**config.mk**
```make
export PLATFORM = sky130hd
export DESIGN_NAME = fixed_dot3
export DESIGN_NICKNAME = d
export VERILOG_FILES = /design/src/rtl/fixed_dot3.sv
export SDC_FILE = /design/constraint.sdc
export NUM_CORES = 2
export LEC_CHECK = 0
export BUFFER_PORTS_ARGS = -buffer_cell sky130_fd_sc_hd__buf_2
export CAP_MARGIN = 20
export CELL_PAD_IN_SITES_DETAIL_PLACEMENT = 1
export CELL_PAD_IN_SITES_GLOBAL_PLACEMENT = 1
export CORE_ASPECT_RATIO = 0.8
export CORE_MARGIN = 10
export CORE_UTILIZATION = 49
export CTS_CLUSTER_DIAMETER = 200
export CTS_CLUSTER_SIZE = 24
export DETAILED_ROUTE_END_ITERATION = 12
export PLACE_DENSITY_LB_ADDON = 0.05
export SYNTH_ARGS = -nofsm -noshare
export SYNTH_HDL_FRONTEND = slang
export SYNTH_SLANG_ARGS = --single-unit
```
**constraint.sdc**
```tcl
create_clock -name clk -period 11.4 [get_ports clk]
set_clock_uncertainty 0.1 [all_clocks]
set_input_delay 2.85 -clock clk [delete_from_list [all_inputs] [get_ports clk]]
set_output_delay 2.85 -clock clk [all_outputs]
set_load 0.02 [all_outputs]
```
**src/rtl/fixed_dot3.sv**
```systemverilog
// fixed_dot3: signed fixed-point 3-component dot product built on one shared multiplier over three cycles.
// Optional macro FIXED_DOT3_SAT_EN saturates the rescaled result; the default build wraps it to WIDTH bits.
`ifndef WIDTH
`define WIDTH 32
`endif
`ifndef Q_BITS
`define Q_BITS 16
`endif

module fixed_dot3 #(
  parameter int WIDTH  = `WIDTH,
  parameter int Q_BITS = `Q_BITS
) (
  input  logic             clk,
  input  logic             rst,
  input  logic             start,
  input  logic [WIDTH-1:0] ax,
  input  logic [WIDTH-1:0] ay,
  input  logic [WIDTH-1:0] az,
  input  logic [WIDTH-1:0] bx,
  input  logic [WIDTH-1:0] by,
  input  logic [WIDTH-1:0] bz,
  output logic             busy,
  output logic             valid,
  output logic [WIDTH-1:0] result
);

  localparam int PROD_W = 2 * WIDTH;
  localparam int ACC_W  = 2 * WIDTH + 2;

  typedef enum logic [2:0] {IDLE, MUL0, MUL1, MUL2, ACC, DONE} state_t;

  state_t                    state_reg;
  logic                      accept;
  logic [WIDTH-1:0]          a_in  [3];
  logic [WIDTH-1:0]          b_in  [3];
  logic [WIDTH-1:0]          a_op  [3];
  logic [WIDTH-1:0]          b_op  [3];
  logic [WIDTH-1:0]          mul_a;
  logic [WIDTH-1:0]          mul_b;
  logic [PROD_W-1:0]         prod_next;
  logic [PROD_W-1:0]         prod_reg;
  logic signed [ACC_W-1:0]   prod_ext;
  logic signed [ACC_W-1:0]   acc_reg;
  logic [WIDTH-1:0]          result_next;

  assign a_in[0] = ax;
  assign a_in[1] = ay;
  assign a_in[2] = az;
  assign b_in[0] = bx;
  assign b_in[1] = by;
  assign b_in[2] = bz;

  // A new op is taken when idle or in the final cycle of the previous op.
  assign accept = start && ((state_reg == IDLE) || (state_reg == DONE));

  genvar gi;
  generate
    for (gi = 0; gi < 3; gi++) begin : g_opnd
      logic [WIDTH-1:0] a_reg;
      logic [WIDTH-1:0] b_reg;

      always_ff @(posedge clk) begin
        if (rst) begin
          a_reg <= '0;
          b_reg <= '0;
        end else if (accept) begin
          a_reg <= a_in[gi];
          b_reg <= b_in[gi];
        end
      end

      assign a_op[gi] = a_reg;
      assign b_op[gi] = b_reg;
    end
  endgenerate

  always_comb begin
    mul_a = a_op[0];
    mul_b = b_op[0];
    case (state_reg)
      MUL1: begin
        mul_a = a_op[1];
        mul_b = b_op[1];
      end
      MUL2: begin
        mul_a = a_op[2];
        mul_b = b_op[2];
      end
      default: ;
    endcase
  end

  // Sign-extending both operands keeps the low PROD_W bits of the product exact for signed inputs.
  assign prod_next = {{WIDTH{mul_a[WIDTH-1]}}, mul_a} * {{WIDTH{mul_b[WIDTH-1]}}, mul_b};
  assign prod_ext  = {{2{prod_reg[PROD_W-1]}}, prod_reg};

`ifdef FIXED_DOT3_SAT_EN
  localparam logic signed [ACC_W-1:0] SAT_MAX = {{(ACC_W-WIDTH+1){1'b0}}, {(WIDTH-1){1'b1}}};
  localparam logic signed [ACC_W-1:0] SAT_MIN = {{(ACC_W-WIDTH+1){1'b1}}, {(WIDTH-1){1'b0}}};

  logic signed [ACC_W-1:0] scaled;

  assign scaled = acc_reg >>> Q_BITS;

  always_comb begin
    result_next = scaled[WIDTH-1:0];
    if (scaled > SAT_MAX) begin
      result_next = {1'b0, {(WIDTH-1){1'b1}}};
    end else if (scaled < SAT_MIN) begin
      result_next = {1'b1, {(WIDTH-1){1'b0}}};
    end
  end
`else
  // Wrapped rescale is just the Q-aligned slice of the accumulator.
  assign result_next = acc_reg[WIDTH+Q_BITS-1:Q_BITS];
`endif

  always_ff @(posedge clk) begin
    if (rst) begin
      state_reg <= IDLE;
      busy      <= 1'b0;
      valid     <= 1'b0;
      result    <= '0;
      prod_reg  <= '0;
      acc_reg   <= '0;
    end else begin
      valid <= 1'b0;
      case (state_reg)
        IDLE: begin
          if (accept) begin
            state_reg <= MUL0;
            busy      <= 1'b1;
          end
        end
        MUL0: begin
          prod_reg  <= prod_next;
          state_reg <= MUL1;
        end
        MUL1: begin
          prod_reg  <= prod_next;
          acc_reg   <= prod_ext;
          state_reg <= MUL2;
        end
        MUL2: begin
          prod_reg  <= prod_next;
          acc_reg   <= acc_reg + prod_ext;
          state_reg <= ACC;
        end
        ACC: begin
          acc_reg   <= acc_reg + prod_ext;
          state_reg <= DONE;
        end
        DONE: begin
          result <= result_next;
          valid  <= 1'b1;
          if (accept) begin
            state_reg <= MUL0;
            busy      <= 1'b1;
          end else begin
            state_reg <= IDLE;
            busy      <= 1'b0;
          end
        end
        default: begin
          state_reg <= IDLE;
          busy      <= 1'b0;
        end
      endcase
    end
  end

endmodule

```
==> impl_results.md <==
- Power Dens Cells: 118.4 mW/mm2
- Layout cell share with drive strength beyond 1: 8.411%
- Worst-Skew Late Latency: 0.59 ns
- Post-CTS Hold Buffers: 0
- Largest family of logic cells by synthesized area: adder cells
- Library cells used by synthesis: 76
- GRT met2 Usage: 50.11%
- Family with the most delay on the worst path: adder cells
- Crit-path max FO: 32
- Total track usage: 30.89%
- Largest stage delay on the critical path: 0.77 ns
- CTS H-Tree Depth: 1
- Post_cts resized: 0
- Die height: 287.7 um
- Synth warn: 0
- Final period util: 92.99%
- Synth top area share: 38.31%
- Overflow after GRT: 0
- Async set-reset flop share out of synthesis: 0%
- Post-DP HPWL: 125.3 mm
- Clock root cell: clkbuf_16
- Max Slew Vio Count: 0
- Iter 0 DRT Violations: 2637
- Post-Syn Area: 0.04390 mm2
- Simple-gate share of the synthesized area: 16.22%
- First-pass GRT wire length: 242.3 mm
- Synth Area per Inst: 8.396 um2
- CP Class: reg -> reg
- Status: finished clean
- Pin count of the biggest net entering global routing: 193
- Routed len/inst: 24.08 um
- Met3 Use GR: 7.302%
- Post-route ant nets: 0
- Worst min path class: reg -> reg
- Critical path origin: state_reg[2]
- Post-synth top cells: 1171 x nand2_1, 840 x fa_1, 830 x inv_1, 488 x nor2_1, 370 x a21oi_1
- Fin crit period: 10.60 ns
- Starting Density: 49.24%
- Post-Synth Adder-Cell Area: 44.41%
- Synth Flop Type: dfxtp_1
- CTS Buf Count: 17
- Slowest-stage cell, CP: nor4_1
- Mux cell area share after synthesis: 2.939%
- Worst r2r src: state_reg[2]
- Die footprint: 0.1020 mm2
- Vias per cell: 5.617
- Max Cap Viol: 0
- FF+latch count, synth: 325
- Area delta synth->final: 6.524%
- WP data arrival: 11.01 ns
- Register area share after synthesis: 14.82%
- Core Box Area: 0.08914 mm2
- Worst slew pin tran: 1.162 ns
- Syn Inst Count: 5228
- P_leak: 21.50 nW
- Final Setup Violations: 0
- Drt first pass iters: 5
- Post-CTS Setup Bufs: 0
- Fin. Hold Viols: 0
- Cell row count: 98
- CTS tree: yes
- Hold path start: g_opnd[2].b_reg[17]
- Final nets: 6526
- Rel. slew slack: 21.03%
- Via Count: 36410
- Req. time, crit path: 11.81 ns
- Compound-Gate Fraction of Synth Area: 9.438%
- Tot Pwr: 0.005538 W
- Most Used Layer, Global Route: met2
- Post-synth EDFFs: 0
- CP Launch Type: flip-flop
- Initial antenna violation count: 3
- Post-synthesis xor/xnor area fraction: 2.400%
- F_max: 94.34 MHz
- Clock Path Buffers: 3
- Crit-path most repeated cell: fa_1
- # IOs: 229
- Die Wd: 354.6 um
- Setup TNS: 0 ns
- VDD IR max: 0.0001782 V
- Synthesized net count: 6477
- GR Layer Usage met1: 40.93%
- Area contributors post-synth: fa_1 38%, dfxtp_1 15%, nand2_1 10%, inv_1 7.1%, ha_1 6.1%
- Top-count cell post-synth: nand2_1
- Buf/Inv on CP: 5
- Critical Path Sink Type: flip-flop
- Area leader, netlist: fa_1
- Vias in the first global route: 39720
- Unrepaired setup endpoints after global routing: no
- Residual DRC: 0
- Clk sink count: 325
- I/O Buffers: 228
- Worst-path clk slew: 0.10 ns
- GP Congestion: 0.9673
- Detailed Route WL: 156.1 mm
==> layer usage <==
layer  vias up  share of wire (%)  routed length (um)
met5         -             0.0083                  13
met1     18910                 42               65500
met2      1175                 46               71450
met3       271                8.6               13410
li1      16050                  -                   -
met4         2                3.7                5726
==> cells by family after synthesis <==
logic type               Yosys count
multiplexers                     114
flip-flops                       325
XOR/XNOR                         117
buffers and inverters           1123
AND/OR/NAND/NOR                 1798
AO/OA/AOI/OAI                    697
adder cells (fa/ha/maj)         1054
==> cells in the final DEF (no fill, tap or decap), types with 12 or more instances in the layout <==
cell and n:
a311oi_1 28, mux2_4 14, o21ai_2 15, nand3_1 16, mux2_2 28, o21ai_0 60
nor2_1 485, a211oi_1 15, nor2b_1 15, clkbuf_16 17, ha_1 214, and3_1 14
nand2_1 1171, o21bai_1 13, fa_1 840, nor3_1 12, o21ai_1 25, mux2i_1 55
xnor2_1 88, xor2_1 26, buf_4 88, buf_2 227, o21a_1 37, a21o_1 49
a21oi_1 368, nand4_1 14, dfxtp_1 324, inv_1 830, and2_1 19, a31oi_1 18
==> worst paths after layout <==
kind                              end  slack, ns  depth (start not counted)
setup / recovery         prod_reg[47]       0.80                         28
hold / removal    g_opnd[2].b_reg[17]       0.36                          2
setup reg to reg         prod_reg[47]       0.80                         28
hold reg to reg   g_opnd[2].b_reg[17]       0.36                          2
==> layout make-up <==
class,instances,area (um2)
Tap cell,1200,1501
Clock inverter,3,22.52
Multi-Input combinational cell,3780,33230
Fill cell,10840,42380
Timing Repair Buffer,323,1949
Clock buffer,18,429.2
Sequential cell,325,6510
Inverter,830,3115
Antenna cell,2,5.005
==> report_power, final <==
| part | total [W] | switching, W | internal (W) |
|---|---|---|---|
| sequential | 0.00139 | 0.000118 | 0.00127 |
| clock | 0.000694 | 0.000420 | 0.000275 |
| combinational | 0.00346 | 0.00224 | 0.00122 |
==> through the flow <==
step / cell area (um2) / utilization [%] / std cells / setup slack, ns / hold slack [ns]
floorplan: 43900 / - / 5228 / 2.798 / 0.3322
global placement: 46230 / 51.86 / 6453 / 1.229 / 0.3417
detailed placement: 46260 / 51.89 / 6456 / 0.9945 / 0.3466
CTS: 46710 / 52.40 / 6477 / 0.9408 / 0.3603
global route: 46760 / 52.45 / 6480 / 0.3006 / 0.3762
finish: 46760 / 52.45 / 6481 / 0.7995 / 0.3595
==> worst min-delay path, delay by kind of cell, from the launching register on <==
family	cells	cell delay [ns]
compound gates	1	0.05
flops	1	0.32
simple gates	1	0.05
Power figures use the tool's default switching activity.
